==> config.mk <==
export PLATFORM = sky130hd
export DESIGN_NAME = validator_dispatcher
export DESIGN_NICKNAME = d
export VERILOG_FILES = /design/src/rtl/validator_dispatcher.sv
export SDC_FILE = /design/constraint.sdc
export NUM_CORES = 1
export LEC_CHECK = 0
export CORE_AREA = 2 2 505 507
export DETAILED_ROUTE_END_ITERATION = 10
export DIE_AREA = 0 0 507 509
export GPL_ROUTABILITY_DRIVEN = 0
export PLACE_DENSITY = 0.33
export SKIP_CTS_REPAIR_TIMING = 1
export SYNTH_ARGS = -nofsm -noshare
export SYNTH_HDL_FRONTEND = slang
export SYNTH_SLANG_ARGS = --single-unit
==> constraint.sdc <==
create_clock -name clk -period 3.4 [get_ports clk]
set_clock_uncertainty 0.1 [all_clocks]
set_input_delay 0.68 -clock clk [delete_from_list [all_inputs] [get_ports clk]]
set_output_delay 0.68 -clock clk [all_outputs]
set_load 0.005 [all_outputs]
==> src/rtl/validator_dispatcher.sv <==
// Round-robin fan-out of the transaction stream to LANES validator workers with in-order merge.
// Optional event counters are compiled in with VALIDATOR_DISPATCH_STATS_EN.
module validator_dispatcher #(
  parameter int LANES   = 4,
  parameter int DATA_W  = 128,
  parameter int MAX_OUT = 2
) (
  input  logic                    clk,
  input  logic                    rst,
  input  logic                    enable_i,
  input  logic                    flush_i,
  input  logic [DATA_W-1:0]       data_i,
  input  logic                    valid_i,
  output logic                    ack_o,
  output logic [LANES*DATA_W-1:0] wrk_data_o,
  output logic [LANES-1:0]        wrk_valid_o,
  input  logic [LANES-1:0]        wrk_ready_i,
  input  logic [LANES*DATA_W-1:0] wrk_data_i,
  input  logic [LANES-1:0]        wrk_valid_i,
  output logic [LANES-1:0]        wrk_ack_o,
  output logic [DATA_W-1:0]       data_o,
  output logic                    valid_o,
  input  logic                    ready_i,
  output logic                    busy_o,
  output logic                    flush_done_o
`ifdef VALIDATOR_DISPATCH_STATS_EN
  ,
  output logic [31:0]             stat_disp_o,
  output logic [31:0]             stat_ret_o,
  output logic [31:0]             stat_stall_o
`endif
);
  localparam int            PW   = (LANES > 1) ? $clog2(LANES) : 1;
  localparam logic [PW-1:0] LAST = PW'(LANES - 1);
  localparam logic [2:0]    MAXC = 3'(MAX_OUT);

  typedef enum logic [1:0] {IDLE, RUN, DRAIN} state_e;

  state_e                       state_q, state_d;
  logic [PW-1:0]                disp_ptr_q, disp_ptr_d, ret_ptr_q, ret_ptr_d;
  logic [LANES-1:0][2:0]        cnt_q, cnt_d;
  logic [LANES-1:0][DATA_W-1:0] lane_in, lane_out_q;
  logic [LANES-1:0]             wrk_valid_q, lane_busy;
  logic [DATA_W-1:0]            data_q;
  logic                         valid_q, busy_q, busy_d, disp, ret, drained;

  assign lane_in     = wrk_data_i;
  assign wrk_data_o  = lane_out_q;
  assign wrk_valid_o = wrk_valid_q;
  assign data_o      = data_q;
  assign valid_o     = valid_q;
  assign busy_o      = busy_q;

  always_comb begin
    for (int k = 0; k < LANES; k++) lane_busy[k] = (cnt_q[k] != 3'd0);
  end
  assign drained = ~|lane_busy;

  // Results on a lane with nothing outstanding are never acknowledged.
  always_comb begin
    disp         = !rst && (state_q == RUN) && valid_i && wrk_ready_i[disp_ptr_q] &&
                   (cnt_q[disp_ptr_q] < MAXC);
    ret          = !rst && ready_i && wrk_valid_i[ret_ptr_q] && lane_busy[ret_ptr_q];
    ack_o        = disp;
    wrk_ack_o    = ret ? (LANES'(1) << ret_ptr_q) : '0;
    flush_done_o = !rst && (state_q == DRAIN) && drained && !ret;
  end

  always_comb begin
    state_d = state_q;
    case (state_q)
      IDLE:    if (flush_i) state_d = DRAIN; else if (enable_i) state_d = RUN;
      RUN:     if (flush_i) state_d = DRAIN; else if (!enable_i) state_d = IDLE;
      DRAIN:   if (flush_done_o) state_d = enable_i ? RUN : IDLE;
      default: state_d = IDLE;
    endcase
  end

  always_comb begin
    disp_ptr_d = disp_ptr_q;
    ret_ptr_d  = ret_ptr_q;
    if (disp) disp_ptr_d = (disp_ptr_q == LAST) ? '0 : disp_ptr_q + 1'b1;
    if (ret)  ret_ptr_d  = (ret_ptr_q == LAST) ? '0 : ret_ptr_q + 1'b1;
    if (flush_done_o) begin
      disp_ptr_d = '0;
      ret_ptr_d  = '0;
    end
    busy_d = 1'b0;
    for (int k = 0; k < LANES; k++) begin
      cnt_d[k] = cnt_q[k];
      if ((disp && disp_ptr_q == PW'(k)) && !(ret && ret_ptr_q == PW'(k)))
        cnt_d[k] = cnt_q[k] + 3'd1;
      else if (!(disp && disp_ptr_q == PW'(k)) && (ret && ret_ptr_q == PW'(k)))
        cnt_d[k] = cnt_q[k] - 3'd1;
      busy_d = busy_d | (cnt_d[k] != 3'd0);
    end
  end

  always_ff @(posedge clk) begin
    if (rst) begin
      state_q     <= IDLE;
      disp_ptr_q  <= '0;
      ret_ptr_q   <= '0;
      cnt_q       <= '0;
      busy_q      <= 1'b0;
      wrk_valid_q <= '0;
      lane_out_q  <= '0;
      valid_q     <= 1'b0;
      data_q      <= '0;
    end else begin
      state_q     <= state_d;
      disp_ptr_q  <= disp_ptr_d;
      ret_ptr_q   <= ret_ptr_d;
      cnt_q       <= cnt_d;
      busy_q      <= busy_d;
      wrk_valid_q <= disp ? (LANES'(1) << disp_ptr_q) : '0;
      if (disp) lane_out_q[disp_ptr_q] <= data_i;
      valid_q     <= ret;
      if (ret) data_q <= lane_in[ret_ptr_q];
    end
  end

`ifdef VALIDATOR_DISPATCH_STATS_EN
  logic [31:0] sdisp_q, sret_q, sstall_q;
  assign stat_disp_o  = sdisp_q;
  assign stat_ret_o   = sret_q;
  assign stat_stall_o = sstall_q;

  always_ff @(posedge clk) begin
    if (rst) begin
      sdisp_q  <= '0;
      sret_q   <= '0;
      sstall_q <= '0;
    end else begin
      if (disp) sdisp_q <= sdisp_q + 32'd1;
      if (ret)  sret_q  <= sret_q + 32'd1;
      if ((state_q == RUN) && valid_i && !disp) sstall_q <= sstall_q + 32'd1;
    end
  end
`endif
endmodule

==> metrics.cfg <==
[synthesis]
synth_cells=3151
yosysSeqAreaShare_pct=50.3
ys_warn_count=0
synth_edf_count=0
syn-cell-area_sq_mm=0.0264
ys_seq_elements=664
syn_area_per_cell_sq_um=8.39
synth_nets=3825
yosysUniqueCellTypes=58
ys.flop_type=dfxtp_1
async_reset_ff_share_pct=0

[clock_network]
clock-sinks=664
root_buffer=clkbuf_16
cts_inserted_buffers=91
cts_tree=built
htreeDepth=3
cts.reportedPaths.clkPinSlew_ns=0.06
clk_latency_ns=0.72
cts_buffer_depth=3

[power]
p_leak_nw=14.9
ir_drop_mv=0.324
p_per_area_mw_per_mm2=408

[floorplan]
core_sq_mm=0.253
dieArea_sq_mm=0.258
dieHeight_um=509
die-width_um=507
initial_core_util_pct=10.5
io_pins=1306
num_rows=185

[timing]
slew_violations=0
report.final.hold_viol_count=0
fin_crit_sh_pct=101
fin_hold_ws_ns=0.347
fmax_mhz=291
setup_ws_ns=-0.0331
min_period_ns=3.43
setup_violations=1
rsz0062_at_grt=true
setup_tns_ns=-0.0331
tightest_slew_ns=1.18
maxSlewHeadroom_pct=21.5

[status]
violations=negative setup slack
status=finished with violations

[global_route]
grt_pass1_wl_um=264000
grt_max_degree=173
grt_overflow_total=0
grt_pass1_vias=28371
grt_usage_pct=15.1
antenna_found_initial=123

[detailed_routing]
drc=0
detail_route.vias_per_cell=3.63
antenna_left=0
wl_per_cell_um=25.7
vias=28707
first_pass_iters=5
routed_wirelength_um=203000
drt_iter0_markers=1659

[layout]
fin_area_sq_mm=0.0476
finalCoreUtilization_pct=18.8
drive_gt1_share_pct=10.5
mostFrequentLayoutCells=nand2_1, clkdlybuf4s50_1, dfxtp_1, a21oi_1, mux4_2
layout.nets=5121
area_delta_synth_final_pct=80.1
layout_commonest_cell=nand2_1

[place]
numPortBuffers=1305
place_hpwl_um=162000
placed_area_sq_mm=0.0443

[flow_run]
drv_cap=0

[worst_setup_path]
critPathCaptureType=primary output
critPathLaunchType=register
arrival_ns=2.65
worst-path-max-fanout=5
path_class=reg2out
required_ns=2.62

[min_path]
hold_path.class=reg2reg

area by class of cell:
| cell class | instances | area [sq um] |
|---|---|---|
| inverter | 21 | 91.3 |
| antenna | 27 | 67.6 |
| fill | 28246 | 205000 |
| clock buffer | 136 | 2700 |
| timing repair buffer | 1453 | 14600 |
| clock inverter | 31 | 389 |
| sequential | 664 | 13300 |
| tap | 3366 | 4210 |
| multi-input combinational | 2216 | 12300 |
layer usage:
metal,up-vias,global-route usage [%],share of wire (%)
met5,-,0,0.17
met4,52,5.64,3.7
met3,333,5.30,8.4
met2,1246,27.9,52
met1,13953,15.4,36
li1,13123,-,-
power by group:
part	internal (W)	switching (W)	total, W
combinational	0.000863	0.000701	0.00156
sequential	0.00780	0.0000111	0.00781
clock	0.00589	0.00416	0.0100
total	0.0145	0.00487	0.0194
worst max-delay path, cell delays in order (launching register included):
cell and delay, ns:
dfxtp_1 0.31, inv_1 0.11, ha_2 0.22, nand2b_4 0.08, a221oi_4 0.35, buf_4 0.20, or4_4 0.16, buf_4 0.14
clkinvlp_4 0.18, buf_12 0.19
synth_stat cells (all sizes together), types with 3 or more instances:
cell type / number / share of area (%)
or3: 3 / 0.071
buf: 32 / 0.57
nor2b: 3 / 0.090
clkbuf: 218 / 3.1
nand2b: 4 / 0.095
nand3: 10 / 0.19
a221oi: 3 / 0.19
nor4b: 4 / 0.24
nand4: 3 / 0.071
a21oi: 650 / 12
ha: 20 / 0.95
nor2: 24 / 0.34
inv: 21 / 0.30
o22ai: 3 / 0.071
mux4: 128 / 11
xor2: 3 / 0.099
dfxtp: 664 / 50
nor3: 6 / 0.11
a211oi: 3 / 0.085
xnor2: 4 / 0.13
nand2: 1299 / 18
o211a: 4 / 0.15
and2: 4 / 0.11
o21ai: 9 / 0.21
logic make-up (layout without fill, tap and decap cells):
kind of cell	after synthesis	count (layout)	synth area share (%)
buf+inv	271	1641	3.96
simple gates	1378	1378	20.3
compound gates	681	681	13.3
flops	664	664	50.3
mux	130	130	11.0
xor+xnor	7	7	0.232
fa+ha+maj	20	20	0.946
other cells	0	27	0
path summary, 6_finish.rpt:
| kind | from | endpoint | slack (ns) | cells after the start |
|---|---|---|---|---|
| setup / recovery | cnt_q[1]$_SDFF_PP0_ | wrk_ack_o[3] | -0.03 | 9 |
| hold / removal | wrk_data_o[310]$_SDFFE_PP0P_ | wrk_data_o[310]$_SDFFE_PP0P_ | 0.35 | 2 |
| setup reg to reg | cnt_q[6]$_SDFF_PP0_ | busy_o$_SDFF_PP0_ | 0.55 | 11 |
| hold reg to reg | wrk_data_o[310]$_SDFFE_PP0P_ | wrk_data_o[310]$_SDFFE_PP0P_ | 0.35 | 2 |
flip-flops by register name, summed over array words and instances (netlist names):
signal and flops:
state_q 2, disp_ptr_q 2, cnt_q 12, valid_o 1
busy_o 1, wrk_data_o 512, data_o 128, wrk_valid_o 4
ret_ptr_q 2
per-stage QoR:
step | total power (W) | std cells | worst slack [ns]
3_5_place_dp | 0.00956 | 7717 | -0.870
2_1_floorplan | 0.00827 | 3151 | 0.636
5_1_grt | 0.0202 | 7904 | -0.280
4_1_cts | 0.0199 | 7884 | -0.872
6_report | 0.0194 | 7914 | -0.0331
3_3_place_gp | 0.00956 | 7717 | -0.890
(Power assumes the default switching activity.)
==> variant: new RTL, config.mk and constraints unchanged <==
Build with the macro `VALIDATOR_DISPATCH_STATS_EN` defined.
--- a/src/rtl/validator_dispatcher.sv
+++ b/src/rtl/validator_dispatcher.sv
@@ -2,2 +2,4 @@
 // Optional event counters are compiled in with VALIDATOR_DISPATCH_STATS_EN.
+`define VALIDATOR_DISPATCH_STATS_EN
+
 module validator_dispatcher #(
Function (old outputs only; new: stat_disp_o, stat_ret_o and stat_stall_o): kept (Yosys induction, for registers that start in step).
==> variant against the unedited design <==
- sequential cell count is 96 higher
- sequential share of layout area up 0.55 points
- synthesized area rose by 16%
- fmax increased by 6.3%
- highest routed layer unchanged
- critical path type unchanged
- the flow now finishes without violations
- count of clock-buffer cells in the layout is 20 higher
- non-clock buffer count grew 101
- synthesized cell count rose by 15%
- design area is 12% higher
- total power increased by 13%
- wire length increased by 15%
- worst setup slack improved by 0.20 ns
- first-iteration DRC count grew 41%
==> variant: results (changes against the unedited design) <==
Detailed routing:
- The sum of met2 wire segment lengths after detailed routing was 115 mm (was 106 mm).
- The number of vias after detailed routing is 32909 (was 28707).
- The amount of wire on met3 after detailed routing was 21.1 mm (was 17.1 mm).
- The total length of routed wires came to 234 mm (was 203 mm).
- The wire length on met1 was 84.1 mm (was 72.3 mm).
- The violation count after the first detailed-route iteration is 2335 (was 1659).

Synthesis:
- Synth top area cells: dfxtp_1 (50%), nand2_1 (16%), a21oi_1 (11%) (was dfxtp_1 (50%), nand2_1 (18%), a21oi_1 (12%)).
- The fraction of synthesized cell area in xor and xnor cells is 2.45% (was 0.232%).
- The number of unique standard cell types used by synthesis was 57 (was 58).

Placed design:
- The worst setup timing slack at the placement stage is -0.193 ns (was -0.870 ns).
- The estimated wirelength of the detail-placed design is 190 mm (was 162 mm).
- The post-place instance area was 49600 um2 (was 44300 um2).
- The instance count after placement with tap cells included is 8280 (was 7717).

Global routing:
- The global routing usage on met1 was 18.3% (was 15.4%).
- The global-route usage over all layers is 17.4% (was 15.1%).
- The global-route wire length before repair was 303 mm (was 264 mm).
- The met3 track utilization from global routing is 6.18% (was 5.30%).

Cells and area:
- The total area of multi-input combinational cells was 14400 um2 (was 12300 um2).
- The number of non-clock inverters was 41 (was 21).
- The sequential cell area share was 28.5% (was 27.9%).
- The number of multi-input combinational cells in the layout is 2571 (was 2216).
- The number of fill cells is 28075 (was 28246).
- The final-layout clock-cell area share came to 6.60% (was 6.48%).

Worst setup path:
- The critical path arrival is 2.45 ns (was 2.65 ns).

Clocking:
- The number of buffers added by the clock tree synthesis step is 104 (was 91).

Power:
- The worst vdd rail ir drop was 438 uV (was 324 uV).
- The leakage power figure is 17.0 nW (was 14.9 nW).

STA:
- The tightest slew margin relative to the limit is 38.7% (was 21.5%).

Outcome:
- Outcome: finished, final reports clean (was complete, but fails checks).
-- variant: changes by cell type after synthesis, sizes merged, moves of 30 or more --
cell   delta
dfxtp    +96
nor2     +88
xnor2    +40
xor2     +39
nand2    +32
nand3    +30
-- variant: critical path, cell delays in order (launching register included) --
cell	delay [ns]
dfxtp_4	0.34
buf_4	0.15
or2_1	0.22
mux4_2	0.55
nor3_4	0.20
dlymetal6s2s_1	0.24
-- variant: report_power, final --
| group | switching [mW] | total, mW | internal (mW) |
|---|---|---|---|
| clock | 4.75 | 11.4 | 6.68 |
| sequential | 0.0122 | 8.93 | 8.92 |
| combinational | 0.696 | 1.55 | 0.851 |
| total | 5.46 | 21.9 | 16.5 |
-- variant: final timing paths --
check,start,endpoint,slack (ns),cells after the start
max,cnt_q[10],ack_o,0.17,5
min,wrk_data_o[321],wrk_data_o[321],0.35,2
max reg2reg,disp_ptr_q[0],busy_o,0.54,8
min reg2reg,wrk_data_o[321],wrk_data_o[321],0.35,2
